<file path="src/rtl/dmem_block_responder.sv">
// rtl/dmem_block_responder.sv - block data memory answering cache refill/write-back requests
module dmem_block_responder #(
   parameter int LATENCY = 5
) (
   input  logic        clock,
   input  logic        reset,
   input  logic        read,
   input  logic        write,
   input  logic [5:0]  address,
   input  logic [31:0] writedata,
   output logic [31:0] readdata,
   output logic        busywait
);

   typedef enum logic [1:0] {IDLE, BUSY, DONE} state_t;

   localparam logic [7:0] LOAD = 8'(LATENCY - 1);

   state_t      state;
   state_t      state_next;
   logic [7:0]  count;
   logic        op_write;
   logic [5:0]  addr_q;
   logic [31:0] data_q;
   logic        accept;
   logic        commit;
   logic [31:0] mem [0:63];

   always_comb begin
      state_next = state;
      busywait   = 1'b0;
      accept     = 1'b0;
      commit     = 1'b0;
      case (state)
         IDLE: begin
            // Mealy stall so the requester sees it before its first sampling edge
            busywait = read | write;
            if (read | write) begin
               accept     = 1'b1;
               state_next = BUSY;
            end
         end
         BUSY: begin
            busywait = 1'b1;
            if (count == 8'd0) begin
               commit     = 1'b1;
               state_next = DONE;
            end
         end
         DONE: begin
            state_next = IDLE;
         end
         default: begin
            state_next = IDLE;
         end
      endcase
      if (reset) begin
         busywait = 1'b0;
         accept   = 1'b0;
         commit   = 1'b0;
      end
   end

   always_ff @(posedge clock) begin
      if (reset) begin
         state    <= IDLE;
         count    <= 8'd0;
         op_write <= 1'b0;
         addr_q   <= 6'd0;
         data_q   <= 32'd0;
         readdata <= 32'd0;
      end else begin
         state <= state_next;
         if (accept) begin
            // a simultaneous read and write is taken as a write
            op_write <= write;
            addr_q   <= address;
            data_q   <= writedata;
            count    <= LOAD;
         end else if (state == BUSY && count != 8'd0) begin
            count <= count - 8'd1;
         end
         if (commit && !op_write) begin
            readdata <= mem[addr_q];
         end
      end
   end

   // array has no reset; an aborted write never reaches it because commit is gated by reset
   always_ff @(posedge clock) begin
      if (commit && op_write) begin
         mem[addr_q] <= data_q;
      end
   end

endmodule

</file>
<file path="config.mk">
export PLATFORM = sky130hd
export DESIGN_NAME = dmem_block_responder
export DESIGN_NICKNAME = d
export VERILOG_FILES = /design/src/rtl/dmem_block_responder.sv
export SDC_FILE = /design/constraint.sdc
export NUM_CORES = 2
export LEC_CHECK = 0
export ABC_AREA = 1
export CAP_MARGIN = 20
export CELL_PAD_IN_SITES_DETAIL_PLACEMENT = 1
export CELL_PAD_IN_SITES_GLOBAL_PLACEMENT = 2
export CORE_MARGIN = 5
export CORE_UTILIZATION = 46
export CTS_CLUSTER_DIAMETER = 100
export DETAILED_ROUTE_END_ITERATION = 10
export DONT_BUFFER_PORTS = 1
export GPL_ROUTABILITY_DRIVEN = 0
export PLACE_DENSITY = 0.84
export SYNTH_ARGS = -nofsm -noshare
export SYNTH_HDL_FRONTEND = slang
export SYNTH_SLANG_ARGS = --single-unit
</file>
<file path="constraint.sdc">
create_clock -name clock -period 9.05 [get_ports clock]
set_input_delay 0.905 -clock clock [delete_from_list [all_inputs] [get_ports clock]]
set_output_delay 0.905 -clock clock [all_outputs]
set_load 0.01 [all_outputs]
</file>
* Word-level counts from Yosys, hierarchy flattened
Memory sizes are Yosys's and may differ from the RTL's. A register that Yosys moved wholly into a read port is not among the register bits.
Index checks and enable logic that the tools add are counted.
Widths: inputs -> output; s select.
** Operators by class
- Add/sub/neg operators :: 1
- Multipliers :: 0
- Div/mod/pow operators :: 0
- Magnitude comparators :: 0
- Equal/unequal tests :: 3
- Shift operators :: 0
- Mux-type cells :: 15
- Bitwise gates (word level) :: 1
- Reduce and logical (&&, ||, !) cells :: 10
** Operator list (number)
- $mux 1 :: 9
- $logic_not 8->1 :: 1
- $reduce_bool 8->1 :: 1
- $sub 8x1->8 const B :: 1
- $mux 3 :: 2
- $mux 2 :: 2
- $ne 2x2->1 const B :: 2
- $pmux 2 s2 :: 1
- $logic_and 1x1->1 :: 3
- $eq 2x1->1 const B :: 1
- $logic_not 2->1 :: 1
- $pmux 1 s2 :: 1
- $reduce_and 2->1 :: 1
- $reduce_bool 2->1 :: 1
- $reduce_or 2->1 :: 1
- $logic_not 1->1 :: 1
- $or 1x1->1 :: 1
** Word-level totals
- Flip-flop bits (word level) :: 49
- Latch bits :: 0
- RAM bits :: 2048
- ROM bits :: 0
- Bits of input ports :: 42
- Output and inout port bits :: 33
- Word-level logic and storage cells :: 37
- Memories :: 1
** Memory list
- mem :: depth 64, bits a word 32, rd ports 1, clocked after Yosys merged registers in 1, wr ports 1, RTL line 27 : logic [31:0] mem [0:63];

* Longest topological paths before layout
- Depth in word-level cells :: 7
- Depth in mapped cells :: 14
- Depth with buffers taken out :: 11

* Worst setup path after synthesis
Ideal clock, no wire load.
- Kind :: input to register
- Start point :: input reset
- End point :: memory mem[0][0], enable pin
- Setup time :: 0.421 ns
- Arrival time :: 3.052 ns
- Required time :: 8.629 ns
- Path slack :: 5.577 ns
- Cell stages on the path :: 5
- Buffers on the path :: 0
- Cells stage by stage :: nor2_1 -> nand2_1 -> nor2_1 -> nand3_1 -> nor2_1
** On the way
- Longest elaborated chain between the ends :: 4
** RTL lines
- start: declaration :: RTL line 6 : input logic reset,
- $mux 1 :: RTL line 57 : if (reset) begin
- $logic_and 1x1->1 :: RTL line 91 : if (commit && op_write) begin
- $mux 1 :: RTL line 91
- $mux 1 (implied by the code) :: RTL line 92 : mem[addr_q] <= data_q;
- end: declaration :: RTL line 27
Every way passes these cells.

==> summary by stage <==
Power
Across the VDD grid, the largest voltage drop is about 0.24 mV. The completed layout was analyzed and its total power is around 25,000 uW. The total leakage power is about 0.042 uW. In this run the power density over the cells is 247 nW/um2.

Floorplanning
The height of the die is around 450 um. The site row count is about 160. For this design the top-level I/O count stands at between 70 and 80. The effective utilization at floorplan is 46.2%.

The area of the core is around 200,000 um2. The die covers about 200,000 um2. The die width is roughly 450 um.

Logic synthesis
Of the total synthesized cell area, the portion taken by XOR and XNOR cells is less than 1%. The number of nets handed over by synthesis was 8,459. Of the synthesized area, sequential elements account for between 70% and 80%.

The adder-cell share of the synthesized area is less than 1%. Each instance of the synthesized netlist takes up on average around 11 um2. Synthesis handed over a netlist of 8,415 instances. Of the post-synthesis cell area, the dominant cell type holds between 60% and 70%.

The mapped netlist covers approximately 90,000 um2. Ranked by total cell area, the synthesized netlist is headed by edfxtp_1, nand2_1, inv_1. The distinct cell type count after synthesis is 34. Summing the areas of all compound-gate instances in the mapped netlist gives 3.66% of the synthesized area.

The multiplexer area fraction after synthesis is 0%. Of the total synthesized cell area, the portion taken by AND, OR, NAND and NOR gates is around 17%. For this run, the number of Yosys warnings is 0. In this run, synthesis produced a sequential element count of between 2,000 and 2,500.

Summed over all instances, the cell type with the most area after synthesis is edfxtp_1. The dominant combinational cell family by area after synthesis is simple AND/OR/NAND/NOR gates.

Placed design
The HPWL after detailed placement is 156,000 um. The port buffer count is 0.

Clocking
Clock tree synthesis selected as its root buffer the cell clkbuf_16. The number of clock sinks seen by CTS is between 2,000 and 2,500. The clock reaches the later pin of the worst-skew pair after 0.87 ns. The number of setup buffers added after CTS is 0. Hold repair after CTS inserted 0 buffers. Clock-pin slew was measured on the worst setup and hold paths at roughly 0.060 ns. The clock tree from TritonCTS is done.

Once the clock tree was built, the resizer swapped 0 gates to a different size. Counting along the longest clock path gives a buffer depth of 3. The H-tree was split into 4 levels. TritonCTS created between 200 and 250 clock buffers.

Critical path
The largest single stage delay on the critical path is approximately 0.94 ns. The family of cells with the greatest summed delay on the critical path is simple AND/OR/NAND/NOR gates. Along the worst path, the maximum fanout reaches 93. The worst endpoint data arrival time is ~5.5 ns. Across all register-to-register paths, the minimum setup slack is roughly 4.3 ns. In this design, the critical path's most frequently occurring cell is nand2_1.

The number of cells on the worst reg-to-reg path is 11. By startpoint and endpoint, the worst setup path is classified as reg -> reg. The worst register-to-register path ends at readdata[14]$_SDFFE_PP0P_.

Traced cell by cell, the critical path runs through buf_4, buf_4, nand2_1, nand3_1, nand2_1, o21ai_0, nand2_1, nor2_1, nand3_1, nand2_1, inv_1. The number of buffer and inverter stages on the critical path is 3. STA classifies the critical path endpoint as a flop. The category of the worst setup path launch point is a flop. For the worst setup path, the data required time is approximately 9.8 ns.

The worst flop-to-flop path startpoint is addr_q[0]$_SDFFE_PP0P_. The slowest stage cell on the critical path is buf_4.

Hold path
The critical hold path startpoint is reset. The destination of the worst hold path is count[2]$_SDFFE_PP0P_. The hold-critical path depth is 1.

The kind of path behind the tightest hold check is in -> reg.

Finish
The post-route netlist has under 10% of its cells at a drive strength greater than 1. The final net count is ~8,400. The most frequent standard cell in the layout excluding fill and tap cells is nand2_1. The fraction of the core area covered by cells at the end of the flow is about half.

In the layout the commonest cells are nand2_1, edfxtp_1, inv_1. Relative to the synthesized area, the layout overhead comes to 11.0%.

GRT
The via count of the first global-routing pass came to ~63,000. Summed over all layers, the global routing overflow is 0. Entering global routing, the biggest net connects between 200 and 250 pins. The initial antenna violation count is 19. The first-pass GRT wire length is 415,000 um.

In the global route stage, overall resource usage came out at between 20% and 30%.

Timing
The count of pins over their slew limit was 0. In this run the tightest slew margin relative to its limit is 19.2%. The final critical path takes up 52.8% of the cycle. Setup repair after global routing left no endpoint under its margin.

The post-route setup TNS is 0 ns. The total setup violations reported at the end of the flow is 0. Based on the critical path, the design can be clocked at up to 209 MHz. The worst hold margin is approximately 0.13 ns. The pin slew with the least headroom to its limit is approximately 1.2 ns. The hold violation count in the final report came to 0. The clock arrives with ~0.027 ns of skew. After layout, the minimum clock period comes to 4.78 ns.

Routing
In the routed design, unresolved DRC markers number 0. For this block, the initial DRC count from the detailed router was 6,693. The final layout contains routed wiring with a total length of ~280,000 um. The detailed-router iteration count before antenna repair is 5. Once detail routing completed, the nets flagged for antenna violations numbered 0.

Using the TritonRoute via totals, the vias-per-cell ratio works out to 5.43. For this block, the via count after detailed routing is 60,400. After detailed routing, the average wire length per cell comes to approximately 26 um.

Run
Max-cap violations in this run came to 0.

Status
The flow ran to the end, and the final reports show no timing, DRC or antenna violations.
[cell usage after synthesis]
master	instances
o211ai_1	195
nor3_4	4
nand2_2	1
a31oi_1	1
buf_1	17
inv_2	7
nor2_2	4
clkbuf_1	52
nor2_1	487
inv_1	1667
o21ai_1	144
nor3b_1	1
ha_1	2
o22ai_1	7
xnor2_1	3
nor3_2	3
nand2_1	2256
edfxtp_1	2048
or2_0	2
nand4_1	1
buf_4	28
or2_2	106
inv_4	1
o21ai_0	158
xor2_1	1
dfxtp_1	81
buf_2	276
clkbuf_2	5
a21oi_1	8
buf_6	8
nor3_1	1
nand3_1	810
o21a_1	29
a211oi_1	1
[cell type report]
| class | instances | area, um2 |
|---|---|---|
| well taps | 2542 | 3180 |
| multi-input cells | 4225 | 19100 |
| clock inverters | 109 | 931 |
| flip-flops and latches | 2129 | 63200 |
| clock buffers | 294 | 5940 |
| inverters | 1675 | 6310 |
| repair buffers | 142 | 1200 |
| diodes | 4 | 10.0 |
| fillers | 20700 | 94800 |
[worst reg2reg max path, cell delays in order, from the launching register on]
cell and delay, ns:
dfxtp_4 0.90, buf_4 0.76, buf_4 0.97, nand2_1 0.18
nand3_1 0.12, nand2_1 0.06, o21ai_0 0.16, nand2_1 0.24
nor2_1 0.84, nand3_1 0.25, nand2_1 0.13, inv_1 0.05
[sequential cells by signal, summed over array words and instances (netlist names)]
register	cells
mem	2048
readdata	32
addr_q	6
count	8
state	2
data_q	32
op_write	1
[where the power goes]
group / leakage [uW] / internal (uW) / switching, uW
sequential: 0.0195 / 11400 / 445
combinational: 0.0191 / 855 / 3230
clock: 0.00338 / 4930 / 3860
[per-stage QoR]
stage | setup WS (ns) | instance area, um2 | cells
floorplan | 5.58 | 89900 | 8415
global placement | 4.32 | 92900 | 10700
detailed placement | 4.24 | 92900 | 10700
CTS | 4.26 | 99800 | 11100
global route | 4.00 | 99800 | 11100
finish | 4.27 | 99800 | 11100
[cells by family (layout without fill, tap and decap cells)]
logic type               count (synthesis)  count (layout)
AO/OA/AOI/OAI                          543             543
XOR/XNOR                                 4               4
adder cells (fa/ha/maj)                  2               2
buffers and inverters                 2061            2220
flip-flops                            2129            2129
other                                    0               4
AND/OR/NAND/NOR                       3676            3676
[routing by layer]
layer / wire length (um) / part of all wire [%] / GRT usage (%) / vias to the layer above
met5: 30 / 0.011 / 0 / -
met4: 9010 / 3.2 / 8.40 / 4
met3: 22600 / 8.0 / 4.60 / 426
met2: 134000 / 47 / 45.0 / 2147
met1: 118000 / 42 / 38.2 / 30800
li1: - / - / - / 27100
[worst max path at each step]
stage / from / end / slack [ns] / cells past startpoint
3_3_place_gp: addr_q[0]$_SDFFE_PP0P_ / readdata[14]$_SDFFE_PP0P_ / 4.32 / 11
5_1_grt: addr_q[0]$_SDFFE_PP0P_ / readdata[14]$_SDFFE_PP0P_ / 4.00 / 11
3_5_place_dp: addr_q[0]$_SDFFE_PP0P_ / readdata[14]$_SDFFE_PP0P_ / 4.24 / 11
6_report: addr_q[0]$_SDFFE_PP0P_ / readdata[14]$_SDFFE_PP0P_ / 4.27 / 11
2_1_floorplan: reset / mem[0][0]$_DFFE_PP_ / 5.58 / 5
4_1_cts: addr_q[0]$_SDFFE_PP0P_ / readdata[14]$_SDFFE_PP0P_ / 4.26 / 11
Power figures use the tool's default switching activity.
